`config.mk`:
```
export PLATFORM = sky130hd
export DESIGN_NAME = instr_fetch_unit
export DESIGN_NICKNAME = d
export VERILOG_FILES = /design/src/rtl/instr_fetch_unit.sv
export SDC_FILE = /design/constraint.sdc
export NUM_CORES = 1
export LEC_CHECK = 0
export CORE_MARGIN = 1
export CORE_UTILIZATION = 40
export DETAILED_ROUTE_END_ITERATION = 16
export GPL_TIMING_DRIVEN = 0
export PLACE_DENSITY = 0.6
export RECOVER_POWER = 25
export SETUP_SLACK_MARGIN = 0.05
export SLEW_MARGIN = 20
export SYNTH_ARGS = -nofsm -noshare
export SYNTH_HDL_FRONTEND = slang
export SYNTH_SLANG_ARGS = --single-unit
```
`constraint.sdc`:
```
create_clock -name clock -period 9.7 [get_ports clock]
set_input_delay 1.455 -clock clock [delete_from_list [all_inputs] [get_ports clock]]
set_output_delay 1.455 -clock clock [all_outputs]
set_load 0.01 [all_outputs]
```
`src/rtl/instr_fetch_unit.sv`:
```
// Instruction-fetch front end: PC generation, req/gnt fetch issue, in-order response buffering, redirect squash.
// Optional IF_PERF_CNT_EN adds perf_fetched / perf_squashed event counters.
module instr_fetch_unit #(
    parameter int          DEPTH    = 4,
    parameter logic [31:0] RESET_PC = 32'h0000_0000
) (
    input  logic        clock,
    input  logic        reset,
    input  logic        start,
    output logic        imem_req,
    output logic [31:0] imem_addr,
    input  logic        imem_gnt,
    input  logic        imem_rvalid,
    input  logic [31:0] imem_rdata,
    input  logic        redirect,
    input  logic [31:0] redirect_pc,
    input  logic        id_stall,
    output logic        valid_d,
    output logic [31:0] instr_d,
    output logic [31:0] pc_d
`ifdef IF_PERF_CNT_EN
    ,
    output logic [31:0] perf_fetched,
    output logic [31:0] perf_squashed
`endif
);

    // state | meaning
    // IDLE  | no new fetches issued; in-flight responses and queue still drain
    // RUN   | fetches issued while credit (queued + outstanding < DEPTH) allows

    localparam int PW = $clog2(DEPTH);
    localparam int CW = PW + 1;

    typedef enum logic {IDLE, RUN} state_t;

    state_t        state, state_nxt;
    logic [31:0]   pc_next, resp_pc;
    logic [31:0]   q_pc    [DEPTH];
    logic [31:0]   q_instr [DEPTH];
    logic [PW-1:0] head, tail;
    logic [CW-1:0] count, outstanding, discard;
    logic [CW:0]   in_use;
    logic [31:0]   target;
    logic          grant, rsp, push, pop, drop;

    assign target = {redirect_pc[31:2], 2'b00};
    assign in_use = {1'b0, count} + {1'b0, outstanding};

    always_comb begin
        state_nxt = state;
        imem_req  = 1'b0;
        case (state)
            IDLE: if (start) state_nxt = RUN;
            RUN: begin
                imem_req = !redirect && (in_use < (CW+1)'(DEPTH));
                if (!start) state_nxt = IDLE;
            end
            default: state_nxt = IDLE;
        endcase
    end

    always_ff @(posedge clock or posedge reset) begin
        if (reset) state <= IDLE;
        else       state <= state_nxt;
    end

    // responses arriving with nothing outstanding are leftovers from before a reset
    assign grant = imem_req && imem_gnt;
    assign rsp   = imem_rvalid && (outstanding != '0);
    assign drop  = rsp && (redirect || (discard != '0));
    assign push  = rsp && !redirect && (discard == '0);
    assign pop   = valid_d && !id_stall && !redirect;

    assign imem_addr = pc_next;
    assign valid_d   = (count != '0);
    assign instr_d   = valid_d ? q_instr[head] : 32'h0;
    assign pc_d      = valid_d ? q_pc[head]    : 32'h0;

    always_ff @(posedge clock or posedge reset) begin
        if (reset) begin
            pc_next     <= RESET_PC;
            resp_pc     <= RESET_PC;
            head        <= '0;
            tail        <= '0;
            count       <= '0;
            outstanding <= '0;
            discard     <= '0;
        end else if (redirect) begin
            // every word still in flight belongs to the squashed path
            pc_next     <= target;
            resp_pc     <= target;
            head        <= '0;
            tail        <= '0;
            count       <= '0;
            outstanding <= outstanding - CW'(rsp);
            discard     <= outstanding - CW'(rsp);
        end else begin
            if (grant) pc_next <= pc_next + 32'd4;
            outstanding <= outstanding + CW'(grant) - CW'(rsp);
            if (drop) discard <= discard - 1'b1;
            if (push) begin
                tail    <= tail + 1'b1;
                resp_pc <= resp_pc + 32'd4;
            end
            if (pop) head <= head + 1'b1;
            count <= count + CW'(push) - CW'(pop);
        end
    end

    always_ff @(posedge clock or posedge reset) begin
        if (reset) begin
            for (int i = 0; i < DEPTH; i++) begin
                q_pc[i]    <= 32'h0;
                q_instr[i] <= 32'h0;
            end
        end else if (push) begin
            q_pc[tail]    <= resp_pc;
            q_instr[tail] <= imem_rdata;
        end
    end

`ifdef IF_PERF_CNT_EN
    always_ff @(posedge clock or posedge reset) begin
        if (reset) begin
            perf_fetched  <= 32'h0;
            perf_squashed <= 32'h0;
        end else begin
            perf_fetched  <= perf_fetched + 32'(push);
            perf_squashed <= perf_squashed + (redirect ? 32'(count) : 32'h0) + 32'(drop);
        end
    end
`endif

    a_no_push_when_full: assert property (@(posedge clock) disable iff (reset)
        !(push && (count == CW'(DEPTH))));

endmodule

```
# Word level (Yosys, flattened, before mapping)
# Index checks and enable logic that the tools add are counted.
# op_classes
n_addsub,11
order_cmp,4
muxes,26
bitwise_logic,2
n_reduce_logical,20
# op_table
cell,n
2-to-1 mux 32 bit,11
bitwise mux 128 bit,2
binary-select mux 32 bit (select 2 bit),2
"adder 32 x 3 -> 32 bit, second input constant",2
demux 32 bit (select 2 bit),1
2-to-1 mux 3 bit,4
logical AND 1 bit,9
nonzero test 3 bit,3
subtractor 3 x 1 -> 3 bit,3
2-to-1 mux 2 bit,4
nonzero test 2 bit,4
adder 3 x 1 -> 3 bit,2
"greater-or-equal comparator 3 bit, second input constant",2
NOT 2 -> 3 bit,2
"adder 2 x 1 -> 2 bit, second input constant",2
adder 3 x 3 -> 4 bit,1
"less-than comparator 4 x 3 -> 1 bit, second input constant",1
logical NOT 3 bit,1
"less-than comparator 3 x 1 -> 1 bit, second input constant",1
"subtractor 3 x 1 -> 3 bit, second input constant",1
logical NOT 1 bit,2
2-to-1 mux 1 bit,2
logical OR 1 bit,1
# word_totals
reg_bits,334
in_bits,71
word_cells,79

# Depth between registers and ports, before layout
# logic_depth
word_depth,8
ltp_mapped,13
mapped_depth_nobuf,12

# Worst setup path before layout
# Ideal clock, no wire load.
# synth_timing
path_kind,input port to output port
startpoint,in redirect
endpoint,out imem_req
arrival_time_ps,2431
t_required_ps,8245
slack_ps,5814
cell_stages,4
cell_sequence,clkbuf_1 > clkbuf_1 > buf_1 > nor3_1
# synth_between
elab_chain_len,3
# synth_lines
element,line_no,text
from (decl),15,"input logic redirect,"
logical NOT 1 bit,56,imem_req = !redirect && (in_use < (CW+1)'(DEPTH));
logical AND 1 bit,56,
2-to-1 mux 1 bit,53,case (state)
to (decl),10,"output logic imem_req,"
# Every way passes these cells.

# Worst setup path in the final report
# Same ends and word-level chain as after synthesis.

==> reports/qor.csv <==
metric,value,unit
GPL Wtd Cong,0.838,
antenna violations before repair,0,
Leakage,8.25,nW
"Distinct cells, synth",50,
Root Buffer,clkbuf_16,
Final Net Count,1448,
most frequent cells in the layout,"322 x dfrtp_1, 253 x mux2_2, 159 x clkdlybuf4s50_1",
Final Max Slew Viols,216,
CTS H-Tree Depth,2,
post-synthesis cell count,1145,
Tightest Hold Check Type,reg2reg,
asr flop ratio synth,100,%
wire per inst,19.4,um
CTS Buffer Depth,3,
CTS resizes,0,
Ports,169,
DRT Pass-1 Iters,5,
period utilization,50.7,%
CP Launch Type,input pin,
Final Instance Area,18900,um2
TritonCTS clock tree,yes,
area delta synth->final,22.9,%
drt total wl,36700,um
CTS Buf Count,37,
violated checks,"capacitance limit, slew limit",
switching power,0.00132,W
global-route wire length before repair,59400,um
fraction of power spent switching nets,29.0,%
RSZ-0062 raised after global routing,false,
largest net degree at the start of global routing,33,
fin util,50.2,%
sequential share of power,38.8,%
Main synth FF type,dfrtp_1,
Post-synth EDFFs,0,
via/cell ratio,5.27,
grt ovf,0,
final hold violation count,0,
Total GRT Usage,19.5,%
Die H,198,um
DRC,0,
initial DRC count,461,
initial core utilization,40.8,%
Crit. Startpoint,redirect,
Comb pwr share,31.9,%
Post-DP HPWL,25700,um
layout cells sized above 1,31.3,%
Clock Sinks,322,
critical path required time,8250,ps
die area,39300,um2
row cnt,71,
Non-Filler Instances,1893,
Seq cells post-synth,322,
RR Startpoint,outstanding[2]$_DFF_PP0_,
Placed Area,17900,um2
Die W,198,um
FF+latch area,8060,um2
number of global-route vias before repair,10500,
clock power share,29.3,%
largest fanout on the critical path,10,
setup tns final,0,ps
Max VDD drop,0.114,mV
Final ANT Viol Nets,0,
Crit Path Class,in2out,
syn_area_per_cell,13.5,um2
register area share after synthesis,52.3,%
Final Critical Period,4920,ps
later-pin clock latency in the skew report,510,ps
PortBufs,161,
clock skew,16.9,ps
pwr/cell area,240,nW/um2
core area,37800,um2
Setup crit end,imem_req,
Worst slew margin,-21.2,%
status,finished with violations,
placed cell count,1831,
Least-Margin Pin Slew,1820,ps
R2R Setup Slk,6190,ps
hold slack,500,ps
reg-to-reg endpoint,outstanding[2]$_DFF_PP0_,
Antenna diodes,0,
Final setup viols,0,
CP Capture Type,output pin,
area of the multi-input gates,6840,um2
clock-pin slew on the worst setup and hold paths,60,ps
Filler cells,3357,
fmax,0.203,GHz
Int Power,0.00323,W
"commonest non-fill, non-tap cell in the layout",dfrtp_1,
max cap viols,7,
Post-Syn Area,15400,um2
Via Count,9979,
hold_buf cts,0,
Critical Path AT,3460,ps
Synth warnings,0,
Post-CTS Setup Inserts,0,
R2R depth,13,
==> power groups by stage <==
stage               Clock [W]  Combinational [W]  Sequential, W
floorplan                   0           0.000943        0.00174
global placement            0            0.00145        0.00178
detailed placement          0            0.00149        0.00178
CTS                   0.00137            0.00149        0.00177
global route          0.00142            0.00159        0.00180
finish                0.00133            0.00145        0.00177
==> kinds of logic after synthesis <==
| family | count (synthesis) | synth area share (%) |
|---|---|---|
| compound gates | 88 | 3.52 |
| xor+xnor | 42 | 2.39 |
| fa+ha+maj | 18 | 1.56 |
| buf+inv | 103 | 3.43 |
| flops | 322 | 52.3 |
| mux | 317 | 27.7 |
| other cells | 1 | 0.0243 |
| simple gates | 254 | 9.13 |
==> worst min path at each step <==
stage	cells past startpoint	slack, ps	start	end
6_report	1	500	q_instr[40]$_DFFE_PP0P_	q_instr[40]$_DFFE_PP0P_
5_1_grt	1	520	q_instr[16]$_DFFE_PP0P_	q_instr[16]$_DFFE_PP0P_
4_1_cts	1	500	q_instr[41]$_DFFE_PP0P_	q_instr[41]$_DFFE_PP0P_
3_5_place_dp	1	490	q_instr[41]$_DFFE_PP0P_	q_instr[41]$_DFFE_PP0P_
3_3_place_gp	1	480	q_pc[57]$_DFFE_PP0P_	q_pc[57]$_DFFE_PP0P_
2_1_floorplan	1	480	q_instr[63]$_DFFE_PP0P_	q_instr[63]$_DFFE_PP0P_
==> registers in the layout, summed over array words and instances (netlist names), 2 cells and up <==
register	cells
head	2
count	3
tail	2
resp_pc	30
outstanding	3
q_pc	120
q_instr	128
imem_addr	30
discard	3
==> Yosys cell counts (16+ instances only) <==
cell type | count | area [um2]
nand3_1 | 24 | 120
mux2_2 | 253 | 2850
nand2_1 | 52 | 195
o21ai_0 | 41 | 205
nor2b_1 | 63 | 394
xnor2_1 | 17 | 149
xor2_1 | 25 | 219
buf_4 | 28 | 210
mux4_2 | 62 | 1400
inv_1 | 24 | 90.1
nor2_1 | 27 | 101
dfrtp_1 | 322 | 8060
ha_1 | 16 | 200
clkbuf_1 | 32 | 120
nand4_1 | 31 | 194
==> metal layers <==
metal	vias to the layer above	share of wire (%)	GRT usage, %
met5	-	0	0
met4	0	1.7	4.05
met3	46	4.9	3.37
met2	246	48	32.3
met1	5129	45	26.9
li1	4558	-	-
==> worst max-delay path, stage by stage <==
cell             delay (ps)
clkbuf_1                330
clkbuf_1                460
buf_1                   510
nor3_1                  190
clkdlybuf4s50_1         520
==> stage by stage <==
stage / total power, W / setup slack (ps)
floorplan: 0.00268 / 3950
global placement: 0.00323 / 1590
detailed placement: 0.00327 / 4690
CTS: 0.00463 / 4700
global route: 0.00482 / 4600
finish: 0.00455 / 4780
==> cell type report <==
cell class / instances / share of cell area [%]
clock buffers: 52 / 5.56
multi-input cells: 723 / 36.1
well taps: 511 / 3.38
flip-flops and latches: 322 / 42.5
plain buffers: 78 / 2.28
clock inverters: 10 / 0.528
repair buffers: 172 / 9.11
inverters: 25 / 0.515
Note: power is estimated with default switching activity, not from simulation.
==> RTL change 1 (config.mk and constraints unchanged) <==
Set the parameter `DEPTH` to 8 (it was 4).
--- a/src/rtl/instr_fetch_unit.sv
+++ b/src/rtl/instr_fetch_unit.sv
@@ -1,7 +1,7 @@
 // Instruction-fetch front end: PC generation, req/gnt fetch issue, in-order response buffering, redirect squash.
 // Optional IF_PERF_CNT_EN adds perf_fetched / perf_squashed event counters.
 module instr_fetch_unit #(
-    parameter int          DEPTH    = 4,
+    parameter int          DEPTH    = 8,
     parameter logic [31:0] RESET_PC = 32'h0000_0000
 ) (
     input  logic        clock,
Function: same outputs for any inputs over 4 cycles, from zero or initial values and one cycle with reset high; that may be too few to reach the edited logic, so the function may still have changed.
==> RTL change 1 against the original RTL <==
The flow still finishes with violations (capacitance limit, slew limit). First-iteration DRC count rose by 73%. Synthesized cell count is 65% higher. Utilization fell by 1.7 points. Synthesized area rose by 75%. Critical path depth rose by 4. Sequential cell count increased by 253. Maximum frequency decreased by 22%. Cell area increased by 70%. Non-clock buffer count grew 79. Worst setup slack worse by 1400 ps. Combinational power rose by 4%. Power up 47%. Clock skew is 1.7 ps higher. Routed wire length increased by 84%. Critical path type is now in2async. Largest power group unchanged. Highest routed layer is now met5.
==> RTL change 1: results (changes against the original RTL) <==
### Status
• complete, but fails checks — status
• capacitance limit, slew limit — violated checks

### Global routing
• 0.282 — fraction of met1 tracks used by global routing, +0.0135
• 37 — pin count of the biggest net entering global routing, +12%
• 0.205 — overall routing resource usage, +0.0102
• 17,900 — number of global-route vias before repair, +70%
• 0.334 — GRT met2 Usage, +0.0106
• 2 — antenna violations before repair, +2

### Setup path
• 7110 ps — data arrival time of the worst path, +3650 ps
• 11 — number of cells traversed by the worst register-to-register path, -2
• 6150 ps — worst reg-to-reg setup slack, -40 ps
• 1150 ps — biggest cell delay along the critical path, +630 ps
• 35 — largest fanout on the critical path, +25
• count[2] — end of the worst register-to-register path

### Final layout
• 329 — total of plain and repair buffers excluding clock buffers, +32%
• 14,400 µm² — total area of sequential cells, +79%
• 0.0683 — clock network area share, +0.00742
• 0.0806 — fraction of cell area in non-clock buffers, -0.0333
• 1 — diode insertion count for antenna repair, +1

### Route
• 5.47 — vias per cell, +3.7%
• 797 — detailed router's first-iteration violation count, +73%
• 67.7 mm — Routed Wire Length, +84%

### Synthesis
• dfrtp_1 (53%), mux2_2 (20%), mux4_2 (10%), mux2i_1 (2.4%), nor2_1 (1.3%) — main area contributors after synthesis
• 0.532 — sequential cell area fraction in the yosys report, +0.00958

### Pwr
• 1910 µW — net switching power of the design, +45%
• 0.375 — Clk pwr share, +0.082
• 0.0991 mV — maximum ir drop on the vdd rail, -13%
• 0.399 — portion of total power attributed to sequential cells, +0.011

### CTS
• 3 — H-tree depth, +1

### Placed design
• 30,100 µm² — placed standard-cell area, +68%

### STA
• 129 — number of pins exceeding their max-slew limit in the final report, -40%
• -0.268 — worst slew margin relative to its limit, -0.0558
• 18.7 ps — final setup skew, +1.73 ps

### Run
• 5 — max-capacitance violation count, -2

### Hold path
• q_instr[171] — hold-critical path endpoint
• q_instr[171] — hold path start

==> RTL change 1: cell count changes after synthesis, moves of 17 or more <==
cell / before / now
buf_2: 15 / 47
mux2_2: 253 / 468
nand2_1: 52 / 70
dfrtp_1: 322 / 575
mux4_2: 62 / 124
buf_4: 28 / 11
nor2_1: 27 / 95
mux2i_1: 2 / 64
nor2b_1: 63 / 3
mux2_1: 0 / 25
clkbuf_1: 32 / 62
==> RTL change 1: cell families (layout without fill, tap and decap cells) <==
| kind of cell | Yosys count | after routing | share of synthesized area |
|---|---|---|---|
| AO/OA/AOI/OAI | 103 | 103 | 0.0238 |
| other | 1 | 5 | 0.000139 |
| adder cells (fa/ha/maj) | 24 | 24 | 0.0117 |
| flip-flops | 575 | 575 | 0.532 |
| XOR/XNOR | 42 | 42 | 0.0136 |
| buffers and inverters | 173 | 471 | 0.0311 |
| AND/OR/NAND/NOR | 285 | 285 | 0.0548 |
| multiplexers | 681 | 681 | 0.332 |
==> RTL change 1: stage by stage <==
stage,cells,utilization,hold WS (ps)
after floorplan,1887,-,445
after global placement,2913,0.448,456
after detailed placement,2932,0.454,471
after CTS,3048,0.488,484
after global routing,3050,0.485,498
final,3050,0.485,480
==> RTL change 1: how the worst max path moves through the flow <==
stage / startpoint / to
floorplan: reset / count[0]
global placement: reset / q_instr[131]
detailed placement: head[1] / pc_d[19]
CTS: head[1] / pc_d[19]
global route: reset / q_instr[166]
finish: reset / q_instr[134]
==> RTL change 1: per-layer routing <==
layer  part of all wire  wire length, µm
met1               0.45            30500
met2               0.49            33000
met3              0.038             2540
met4              0.024             1610
met5            0.00019               13
==> RTL change 2 (same flow settings) <==
Without the edit above. Build with the macro `IF_PERF_CNT_EN` defined.
--- a/src/rtl/instr_fetch_unit.sv
+++ b/src/rtl/instr_fetch_unit.sv
@@ -1,5 +1,7 @@
 // Instruction-fetch front end: PC generation, req/gnt fetch issue, in-order response buffering, redirect squash.
 // Optional IF_PERF_CNT_EN adds perf_fetched / perf_squashed event counters.
+`define IF_PERF_CNT_EN
+
 module instr_fetch_unit #(
     parameter int          DEPTH    = 4,
     parameter logic [31:0] RESET_PC = 32'h0000_0000
Function (old outputs only; new: perf_fetched and perf_squashed): no difference found for any inputs over 4 cycles, from zero or initial values and one cycle with reset high; that may be too few to reach the edited logic, so the function may still have changed.
==> RTL change 2 against the original RTL <==
The run still ends with capacitance limit, slew limit left. Register-to-register slack got worse by 470 ps. Routed wire length increased by 24%. Via count increased by 24%. Clock skew increased by 0.98 ps. Cell area increased by 21%. Hold slack got worse by 23 ps. Worst setup slack got worse by 1400 ps. Sequential cell count increased by 64. Synthesized area increased by 18%. First-iteration DRC count increased by 56%. Power increased by 21%. Sequential power increased by 18%. Non-clock buffer count increased by 74. Critical endpoint is now q_instr[82]. Highest routed layer unchanged.
==> RTL change 2: results (changes against the original RTL) <==
### Status
• complete, but fails checks — status
• capacitance limit, slew limit — violated checks

### Synthesis
• 57 — Unique masters post-synth, +14%
• 0.0181 — post-synthesis share of cell area spent on full adders, half adders and majority gates, +0.00250
• 0.529 — sequential cell area fraction in the yosys report, +0.00617
• 0.0432 — compound-cell area share of the yosys netlist, +0.00809
• dfrtp_1 (386), mux2_2 (240), nand2_1 (102) — synth cell count leaders
• 0.0408 — xor-xnor portion of the synthesized cell area, +0.0169
• dfrtp_1 (53%), mux2_2 (15%), mux4_2 (7.6%), xnor2_1 (2.8%), nor2b_1 (2.3%) — main area contributors after synthesis

### Setup path
• 6680 ps — data arrival time of the worst path, +3220 ps
• count[2] — end of the worst register-to-register path
• outstanding[0] — r2r startpoint
• 12 — number of cells traversed by the worst register-to-register path, -1
• 31 — largest fanout on the critical path, +21
• 5720 ps — worst reg-to-reg setup slack, -470 ps
• clkbuf_1 — slowest cell on the critical path
• q_instr[82] — worst setup path end

### Route
• 45.6 mm — Routed Wire Length, +24%
• 12,400 — Via Count, +24%
• 8 — length of the first detailed-routing pass in iterations, +3

### Pwr
• 0.124 mV — maximum ir drop on the vdd rail, +8.4%
• 0.290 — Net Sw Frac, +0.000352
• 0.0101 µW — Leakage, +23%
• 239 nW/µm² — total power divided by cell area, -0.54%

### Global routing
• 34 — pin count of the biggest net entering global routing, +3.0%
• 73.5 mm — global-route wire length before repair, +24%
• 0.202 — overall routing resource usage, +0.00640
• 13,000 — number of global-route vias before repair, +23%

### Final layout
• 1,800 — Layout Nets, +24%
• 0.254 — proportion of layout cells with a drive suffix above 1, -0.0590

### STA
• 17.9 ps — final setup skew, +0.977 ps
• 1770 ps — transition time at the pin with the least slew margin, -44.0 ps
• 168 — number of pins exceeding their max-slew limit in the final report, -22%

### CTS
• 44 — cts bufs inserted, +19%
• 0 — post-CTS setup buffer count, unchanged
• 560 ps — worst skew pair latency, +50 ps

### Placed design
• 225 — count of buffers inserted at the top-level ports, +40%
• 21,600 µm² — placed standard-cell area, +21%
• 32.7 mm — half-perimeter wire length after detailed placement, +27%
• 0.856 — Final GP Congestion, +2.2%

### Run
• 6 — max-capacitance violation count, -1

-- RTL change 2: through the flow --
stage	utilization	hold slack (ps)	power, µW	setup slack (ps)	cells
floorplan	-	445	3100	3060	1420
global placement	0.477	459	3740	366	2237
detailed placement	0.484	463	3790	4070	2251
CTS	0.518	480	5580	4680	2330
global route	0.515	510	5800	2290	2330
finish	0.515	476	5490	3350	2330
-- RTL change 2: power groups by stage --
stage	Clock [µW]	Combinational [µW]	Sequential [µW]
final	1760	1640	2090
after global routing	1880	1790	2130
after global placement	0	1640	2100
after detailed placement	0	1680	2120
after CTS	1810	1680	2090
after floorplan	0	1020	2080
-- RTL change 2: worst min path at each step --
stage                            from                end  slack [ps]  depth (start not counted)
finish              perf_squashed[31]  perf_squashed[31]         480                          1
global route        perf_squashed[29]  perf_squashed[29]         510                          1
CTS                          q_pc[27]           q_pc[27]         480                          2
detailed placement   perf_fetched[31]   perf_fetched[31]         460                          1
global placement             q_pc[49]           q_pc[49]         460                          2
floorplan                    q_pc[49]           q_pc[49]         440                          2
-- RTL change 2: routing by layer --
layer  vias to the layer above  track usage  part of all wire  wire [µm]
met4                         0       0.0532             0.019        881
met3                        60       0.0376             0.052       2360
met2                       346        0.319              0.47      21600
met5                         -            0                 0          0
met1                      6323        0.285              0.46      20800
li1                       5676            -                 -          -
-- RTL change 2: final cells by class --
type / instances / area (µm²) / area share
clock inverter: 20 / 294 / 0.0128
timing repair buffer: 239 / 2450 / 0.107
inverter: 34 / 129 / 0.00561
clock buffer: 59 / 1250 / 0.0543
tap: 592 / 741 / 0.0322
multi-input combinational: 915 / 8020 / 0.349
buffer: 85 / 444 / 0.0193
sequential: 386 / 9660 / 0.420
